## src/rtl/dar_pkg.sv

```systemverilog
// Shared types and constants for the router programming master.
package dar_pkg;

   typedef enum logic [2:0] {
      IDLE,
      SEND,
      WAIT,
      CHECK,
      GAP
   } dar_state_e;

   localparam int   DAR_FRAME_BITS = 6;
   localparam int   DAR_GO_CYCLES  = 2;

   localparam logic PRGRM_IDLE_IN  = 1'b0;
   localparam logic PRGRM_IDLE_GO_ = 1'b1;

   function automatic int max3(input int a, input int b, input int c);
      int m;
      m = (a > b) ? a : b;
      return (m > c) ? m : c;
   endfunction

endpackage

```

## src/rtl/dar_piso.sv

```systemverilog
// Load/shift parallel-in serial-out register, MSB first, with bit index and last-bit flag.
module dar_piso
   import dar_pkg::*;
#(
   parameter int WIDTH = DAR_FRAME_BITS,
   parameter int CNT_W = 3
) (
   input  logic             clk,
   input  logic             rst,
   input  logic             load,
   input  logic             shift,
   input  logic [WIDTH-1:0] data,
   output logic             ser,
   output logic [CNT_W-1:0] bit_idx,
   output logic             last
);

   logic [WIDTH-1:0] sreg;

   // Idle level is shifted in, so the line returns to idle after the last bit.
   always_ff @(posedge clk or posedge rst) begin
      if (rst) begin
         sreg    <= '0;
         bit_idx <= '0;
      end else if (load) begin
         sreg    <= data;
         bit_idx <= '0;
      end else if (shift) begin
         sreg    <= {sreg[WIDTH-2:0], PRGRM_IDLE_IN};
         bit_idx <= bit_idx + CNT_W'(1);
      end
   end

   assign ser  = sreg[WIDTH-1];
   assign last = (bit_idx == CNT_W'(WIDTH - 1));

endmodule

```

## src/rtl/dar_prgrm_tx.sv

```systemverilog
// Serial programming master: frames a parallel word onto prgrm_in/prgrm_go_,
// samples err_ after each frame and retries a bounded number of times.
//   state | meaning
//   IDLE  | ready for a word, lines at idle levels
//   SEND  | shifting frame bits out, prgrm_go_ low for the leading bits
//   WAIT  | letting the router settle before err_ is sampled
//   CHECK | err_ sample cycle, decides done / retry / fail
//   GAP   | enforced idle spacing before the next frame or IDLE
module dar_prgrm_tx
   import dar_pkg::*;
#(
   parameter int FRAME_BITS = DAR_FRAME_BITS,
   parameter int GO_CYCLES  = DAR_GO_CYCLES,
   parameter int ERR_LAT    = 2,
   parameter int GAP_CYCLES = 4,
   parameter int MAX_RETRY  = 3
) (
   input  logic                  clk,
   input  logic                  rst,
   input  logic                  cfg_valid,
   output logic                  cfg_ready,
   input  logic [FRAME_BITS-1:0] cfg_data,
   output logic                  prgrm_in,
   output logic                  prgrm_go_,
   input  logic                  err_,
   output logic                  done,
   output logic                  fail,
   output logic                  busy
);

   localparam int CNT_W = $clog2(max3(FRAME_BITS, ERR_LAT, GAP_CYCLES) + 1);
   localparam int RTY_W = (MAX_RETRY < 1) ? 1 : $clog2(MAX_RETRY + 1);

   localparam logic [CNT_W-1:0] GO_LIM  = CNT_W'(GO_CYCLES);
   localparam logic [CNT_W-1:0] WAIT_LD = CNT_W'((ERR_LAT > 1) ? ERR_LAT - 2 : 0);
   localparam logic [CNT_W-1:0] GAP_LD  = CNT_W'(GAP_CYCLES - 1);
   localparam logic [RTY_W-1:0] RTY_MAX = RTY_W'(MAX_RETRY);

   dar_state_e            state;
   logic [FRAME_BITS-1:0] word;
   logic [CNT_W-1:0]      tmr;
   logic [RTY_W-1:0]      rty;
   logic                  retry_pend;

   logic                  piso_load;
   logic                  piso_shift;
   logic [FRAME_BITS-1:0] piso_data;
   logic [CNT_W-1:0]      bit_idx;
   logic [CNT_W-1:0]      next_idx;
   logic                  last_bit;

   assign piso_load  = (state == IDLE && cfg_valid && cfg_ready) ||
                       (state == GAP && tmr == '0 && retry_pend);
   assign piso_data  = (state == IDLE) ? cfg_data : word;
   assign piso_shift = (state == SEND);
   assign next_idx   = bit_idx + CNT_W'(1);

   dar_piso #(
      .WIDTH (FRAME_BITS),
      .CNT_W (CNT_W)
   ) u_piso (
      .clk     (clk),
      .rst     (rst),
      .load    (piso_load),
      .shift   (piso_shift),
      .data    (piso_data),
      .ser     (prgrm_in),
      .bit_idx (bit_idx),
      .last    (last_bit)
   );

   always_ff @(posedge clk or posedge rst) begin
      if (rst) begin
         state      <= IDLE;
         word       <= '0;
         tmr        <= '0;
         rty        <= '0;
         retry_pend <= 1'b0;
         prgrm_go_  <= PRGRM_IDLE_GO_;
         cfg_ready  <= 1'b1;
         done       <= 1'b0;
         fail       <= 1'b0;
         busy       <= 1'b0;
      end else begin
         done <= 1'b0;
         fail <= 1'b0;
         case (state)
            IDLE: begin
               if (cfg_valid && cfg_ready) begin
                  word       <= cfg_data;
                  rty        <= '0;
                  retry_pend <= 1'b0;
                  prgrm_go_  <= 1'b0;
                  cfg_ready  <= 1'b0;
                  busy       <= 1'b1;
                  state      <= SEND;
               end
            end
            SEND: begin
               prgrm_go_ <= !(next_idx < GO_LIM);
               if (last_bit) begin
                  prgrm_go_ <= PRGRM_IDLE_GO_;
                  if (ERR_LAT > 1) begin
                     tmr   <= WAIT_LD;
                     state <= WAIT;
                  end else begin
                     state <= CHECK;
                  end
               end
            end
            WAIT: begin
               if (tmr == '0) state <= CHECK;
               else           tmr   <= tmr - CNT_W'(1);
            end
            CHECK: begin
               tmr   <= GAP_LD;
               state <= GAP;
               if (err_) begin
                  done       <= 1'b1;
                  retry_pend <= 1'b0;
               end else if (rty < RTY_MAX) begin
                  rty        <= rty + RTY_W'(1);
                  retry_pend <= 1'b1;
               end else begin
                  fail       <= 1'b1;
                  retry_pend <= 1'b0;
               end
            end
            GAP: begin
               if (tmr != '0) begin
                  tmr <= tmr - CNT_W'(1);
               end else if (retry_pend) begin
                  prgrm_go_ <= 1'b0;
                  state     <= SEND;
               end else begin
                  cfg_ready <= 1'b1;
                  busy      <= 1'b0;
                  state     <= IDLE;
               end
            end
            default: state <= IDLE;
         endcase
      end
   end

endmodule

```

## config.mk

```make
export PLATFORM = sky130hd
export DESIGN_NAME = dar_prgrm_tx
export DESIGN_NICKNAME = d
export VERILOG_FILES = /design/src/rtl/dar_pkg.sv /design/src/rtl/dar_piso.sv /design/src/rtl/dar_prgrm_tx.sv
export SDC_FILE = /design/constraint.sdc
export NUM_CORES = 1
export LEC_CHECK = 0
export CAP_MARGIN = 20
export CELL_PAD_IN_SITES_DETAIL_PLACEMENT = 0
export CELL_PAD_IN_SITES_GLOBAL_PLACEMENT = 1
export CORE_MARGIN = 4
export CORE_UTILIZATION = 46
export CTS_BUF_LIST = sky130_fd_sc_hd__clkbuf_8
export DETAILED_ROUTE_END_ITERATION = 8
export GPL_ROUTABILITY_DRIVEN = 0
export PLACE_DENSITY_LB_ADDON = 0.1
export SLEW_MARGIN = 20
export SYNTH_ARGS = -nofsm -noshare
export SYNTH_HDL_FRONTEND = slang
export SYNTH_SLANG_ARGS = --single-unit
```

## constraint.sdc

```tcl
create_clock -name clk -period 1.95 [get_ports clk]
set_clock_uncertainty 0.05 [all_clocks]
set_input_delay 0.195 -clock clk [delete_from_list [all_inputs] [get_ports clk]]
set_output_delay 0.195 -clock clk [all_outputs]
set_load 0.01 [all_outputs]
```

# Word-level counts from Yosys, hierarchy flattened
# Index checks and enable logic that the tools add are counted.
dict set report totals {
  mem_bits_ro 0
  register_bits 29
  ramBits 0
  elab_cells 93
  n_memories 0
  inputBits 10
  latch_bits 0
}
dict set report classes {
  shift 0
  add_sub_neg 3
  eq_ne 15
  div_mod_pow 0
  reduce_logical 22
  muxes 39
  bitwise_logic 0
  n_mul 0
  order_cmp 2
}
# cell n
set ops {}
lappend ops {{$mux W3} 9}
lappend ops {{$reduce_and A4 Y1} 5}
lappend ops {{$mux W6} 3}
lappend ops {{$mux W1} 17}
lappend ops {{$pmux W3 S5} 1}
lappend ops {{$ne A2 B2 Y1 const B} 7}
lappend ops {{$pmux W3 S4} 1}
lappend ops {{$eq A3 B2 Y1 const B} 2}
lappend ops {{$eq A3 B3 Y1 const B} 2}
lappend ops {{$logic_not A3 Y1} 2}
lappend ops {{$mux W2} 3}
lappend ops {{$ne A2 B1 Y1 const B} 3}
lappend ops {{$pmux W1 S2} 3}
lappend ops {{$reduce_bool A2 Y1} 3}
lappend ops {{$reduce_bool A3 Y1} 2}
lappend ops {{$logic_and A1 B1 Y1} 5}
lappend ops {{$pmux W2 S2} 1}
lappend ops {{$reduce_and A2 Y1} 2}
lappend ops {{$reduce_bool A4 Y1} 1}
lappend ops {{$add A3 B1 Y3 const B} 1}
lappend ops {{$eq A3 B1 Y1 const B} 1}
lappend ops {{$lt A3 B2 Y1 const B} 1}
lappend ops {{$pmux W1 S3} 1}
lappend ops {{$sub A3 B1 Y3 const B} 1}
lappend ops {{4 further kinds} 4}

# Depth between registers and ports, before layout
dict set report depth {
  depth_word 5
  ltp_mapped 7
  ltp_nobuf 6
}

# By module
# From an unflattened synthesis, not the netlist that was laid out.
dict set report unflattened {
  cells_unflattened 149
  hier_area_um2 1576.5
}
# mod seq_area_each_um2 area_each_um2 cells_each n_inst
set modules_own_cells {}
lappend modules_own_cells {dar_prgrm_tx 503.0 1136.1 108 1}
lappend modules_own_cells {dar_piso 225.2 440.4 41 1}

# Worst setup path before layout
# OpenSTA, ideal clock, no wires.
dict set report synth_timing {
  path_kind {register to register}
  startpoint {register tmr[0]}
  endpoint {register u_piso.sreg[1]}
  synth_period_minus_slack_ns 1.647
  t_required_ns 1.821
  arrival_ns 1.517
  setup_time_ns 0.079
  path_slack_ns 0.303
  path_stages_with_launch 8
  cell_sequence {dfrtp_1 inv_1 ha_1 nor2b_1 and4_1 nand2b_1 buf_4 mux2i_1}
}
dict set report synth_between {
  elab_chain_len 5
}
# element line
set synth_lines {}
lappend synth_lines {{start, declared} dar_prgrm_tx.sv:41} ;# logic [CNT_W-1:0] tmr;
lappend synth_lines {{start signal, assigned} dar_prgrm_tx.sv:113} ;# else tmr <= tmr - CNT_W'(1);
lappend synth_lines {{start signal, assigned} dar_prgrm_tx.sv:131} ;# tmr <= tmr - CNT_W'(1);
lappend synth_lines {{$logic_not A3 Y1 (*)} dar_prgrm_tx.sv:53} ;# (state == GAP && tmr == '0 && retry_pend);
lappend synth_lines {{$logic_and A1 B1 Y1 (*) (2 in series)} dar_prgrm_tx.sv:53}
lappend synth_lines {{$logic_or A1 B1 Y1 (*)} dar_prgrm_tx.sv:52} ;# assign piso_load = (state == IDLE && cfg_valid && cfg_ready) ||
lappend synth_lines {{$mux W6 or $reduce_bool A2 Y1 (tied branches)} -}
lappend synth_lines {{end signal, assigned} dar_piso.sv:26} ;# sreg <= data;
lappend synth_lines {{end signal, assigned} dar_piso.sv:29} ;# sreg <= {sreg[WIDTH-2:0], PRGRM_IDLE_IN};
lappend synth_lines {{end, declared} dar_piso.sv:18} ;# logic [WIDTH-1:0] sreg;
# Every way passes the cells marked *; elsewhere a longest branch is shown, timed or not.
# A chain may end at the register's enable or synchronous reset.

# Worst setup path after layout
dict set report layout_timing {
  startpoint {register tmr[0]}
  endpoint {register tmr[1]}
}
dict set report layout_between {
  elab_chain_len 3
}
# element line
set layout_lines {}
lappend layout_lines {{$sub A3 B1 Y3, or another cell as far along} {dar_prgrm_tx.sv:113, dar_prgrm_tx.sv:131}}
lappend layout_lines {{$mux W3, or another cell as far along} dar_prgrm_tx.sv:130} ;# if (tmr != '0) begin
lappend layout_lines {{$pmux W3 S4 or $reduce_and A4 Y1 (tied branches)} -}
# Parallel ways exist; a longest one is shown, timed or not. The select of a mux whose other input is x is not followed.

==> summary.md <==
| Metric | Value |
|---|---|
| Final worst path period need | `1.81 ns` |
| Layout cells sized above 1 | `18.7%` |
| Initial DRC Count | `80` |
| Total global routing overflow | `0` |
| Yosys cell types | `42` |
| HPWL after DPL | `2.41 mm` |
| Wire length per cell | `14.1 um` |
| Post-synth EDFFs | `0` |
| Largest net degree at the start of global routing | `30` |
| Fmax | `0.551 GHz` |
| Hold WS | `0.253 ns` |
| Switch Pwr | `1.15 mW` |
| GRT Overall Usage | `17.1%` |
| Hold-fix buffers, CTS | `0` |
| Post-CTS setup buffer count | `0` |
| Die X | `66.1 um` |
| Commonest non-fill, non-tap cell in the layout | `dfrtp_1` |
| Number of global-route vias before repair | `1282` |
| Setup CP Type | `reg2reg` |
| Final WL | `3.20 mm` |
| Largest fanout on the critical path | `4` |
| # clock sinks | `29` |
| Initial Util | `49.3%` |
| Core area | `3150 um2` |
| DR DRC count | `0` |
| Final ANT Viol Nets | `0` |
| Final Max Slew Viols | `0` |
| # resized after CTS | `0` |
| Via/cell ratio | `5.45` |
| Comb pwr share | `48.0%` |
| Async SR Flop Fraction | `100%` |
| CP Launch Type | `register` |
| Post-synth top area cell | `dfrtp_1` |
| Switching part of the total | `37.6%` |
| IO Port Bufs | `15` |
| CTS tree | `yes` |
| Initial antenna violation count | `0` |
| Synth top area cells | `dfrtp_1 (43%), mux2i_1 (8.4%), mux2_2 (5.1%)` |
| Final period utilization | `93.0%` |
| Clock Power Share | `17.6%` |
| Max-slew headroom | `73.3%` |
| # rows | `20` |
| Mapped cell area | `1550 um2` |
| Pre-antenna DRT Iters | `4` |
| Antenna diode instance count | `0` |
| Hold Crit Class | `in2async` |
| Status | `complete, no violations` |
| Area Growth Syn to Fin | `23.7%` |
| Worst Path Arrival | `1.92 ns` |
| CP Capture Type | `register` |
| Fin Setup TNS | `0 ns` |
| Vias | `1232` |
| Critical path origin | `tmr[0]$_DFFE_PP0P_` |
| Die area | `4370 um2` |
| Die Ht | `66.1 um` |
| Nets | `196` |
| Sequential share of power | `34.4%` |
| Worst-skew pair later-pin latency | `0.27 ns` |
| Lkg Pwr | `0.876 nW` |
| Total CTS buffers | `5` |
| First-pass GRT wire length | `5.66 mm` |
| Slowest cell delay on critical path | `0.38 ns` |
| Unrepaired setup endpoints after global routing | `no` |
| Core Util, Final | `61.0%` |
| Slew @ Worst Pin | `0.401 ns` |
| Clock Tree Root | `clkbuf_8` |
| Yosys top cell area share | `43.5%` |
| Mean Syn Cell Area | `10.2 um2` |
| Ys Warns | `0` |
| Reg2reg start | `tmr[0]$_DFFE_PP0P_` |
| Most frequent cells in the layout | `dfrtp_1 (27), nand2_1 (15), clkdlybuf4s50_1 (15), mux2i_1 (13), buf_4 (12)` |
| Max Cap Viol | `0` |
| Synth Net Count | `168` |
| Final hold viol count | `0` |
| CTS Buffer Depth | `2` |
| H-Tree Level Count | `2` |
| VDD IR max | `766 uV` |
| Main synth FF type | `dfrtp_1` |
| Post-synthesis cell count | `153` |
| Seq cells post-synth | `29` |
| Seq/Total Area, Yosys | `46.9%` |
| CP required | `2.06 ns` |
| I/O pins | `16` |
| CP cell instances | `inv_1 > ha_1 > nand2b_1 > o21ai_0 > a222oi_1 > mux2_2` |
| Setup violators final | `0` |
| CP max stage cell | `mux2_2` |
| Clk slew on worst S/H paths | `0.07 ns` |
| Pint | `1.91 mW` |
| Cell Pwr Density | `1590 nW/um2` |
-- power by group through the flow --
stage	sequential (mW)	clock, mW	combinational (mW)
after floorplan	1.01	0	1.00
after global placement	1.04	0	1.44
after detailed placement	1.06	0	1.47
after CTS	1.05	0.555	1.48
after global routing	1.08	0.583	1.64
final	1.05	0.538	1.47
-- per-layer routing --
layer	track usage [%]	part of all wire (%)	up-vias
met2	28.9	47	22
met4	7.61	2.0	0
met3	4.76	3.6	6
met5	0	0	-
met1	19.9	47	604
li1	-	-	600
-- final cells by class --
| type | instances | area [um2] |
|---|---|---|
| fill | 294 | 1230 |
| multi-input combinational | 108 | 759 |
| sequential | 29 | 728 |
| timing repair buffer | 27 | 240 |
| clock buffer | 7 | 96.3 |
| tap | 44 | 55.1 |
| inverter | 10 | 37.5 |
| clock inverter | 1 | 5.00 |
-- per-stage QoR --
| stage | instance area, um2 | setup WS (ns) | power (mW) | cells |
|---|---|---|---|---|
| 2_1_floorplan | 1550 | 0.303 | 2.01 | 153 |
| 3_3_place_gp | 1820 | 0.135 | 2.48 | 218 |
| 3_5_place_dp | 1820 | 0.0867 | 2.53 | 218 |
| 4_1_cts | 1920 | 0.0662 | 3.08 | 226 |
| 5_1_grt | 1920 | 0.00922 | 3.31 | 226 |
| 6_report | 1920 | 0.137 | 3.06 | 226 |
-- worst paths after layout --
path                                         end  slack, ns  cells past startpoint
max                           tmr[1]$_DFFE_PP0P_       0.14                      6
min                             busy$_DFFE_PP0P_       0.25                      3
min reg2reg                  word[1]$_DFFE_PP0P_       0.45                      1
max reg2reg                   tmr[1]$_DFFE_PP0P_       0.14                      6
min in group clk             word[1]$_DFFE_PP0P_       0.45                      1
max in group asynchronous  prgrm_go_$_DFFE_PP1P_       1.28                      3
-- synth_stat cells, types with 2 or more instances --
library cell,number
a21oi_1,8
a22o_1,3
a31oi_1,2
buf_2,4
dfrtp_1,27
dfstp_2,2
ha_1,5
inv_1,10
mux2_2,7
mux2i_1,13
nand2_1,15
nand2b_1,4
nor2_1,11
nor3_1,3
o211ai_1,2
o21ai_0,9
o31ai_1,2
or3_1,2
-- logic make-up (layout without fill, tap and decap cells) --
group	after synthesis	after routing	share of synthesized area [%]
buffers and inverters	16	45	4.43
and+or+nand+nor	47	47	15.7
DFF	29	29	46.9
AOI/OAI and AO/OA	34	34	14.4
adders and majority gates	5	5	4.03
muxes	20	20	13.4
xor gates and xnor gates	2	2	1.13
-- registers in the layout (all words and copies together) (netlist names) --
signal	count
busy	1
cfg_ready	1
done	1
fail	1
prgrm_go_	1
retry_pend	1
rty	2
state	3
tmr	3
u_piso.bit_idx	3
u_piso.sreg	6
word	6
-- critical path, delay by kind of cell, from the launching register on --
| kind | cells | cell delay, ns |
|---|---|---|
| AOI/OAI and AO/OA | 2 | 0.41 |
| adders and majority gates | 1 | 0.24 |
| buffers and inverters | 1 | 0.09 |
| DFF | 1 | 0.37 |
| muxes | 1 | 0.38 |
| and+or+nand+nor | 1 | 0.16 |
Note: power is estimated with default switching activity, not from simulation.
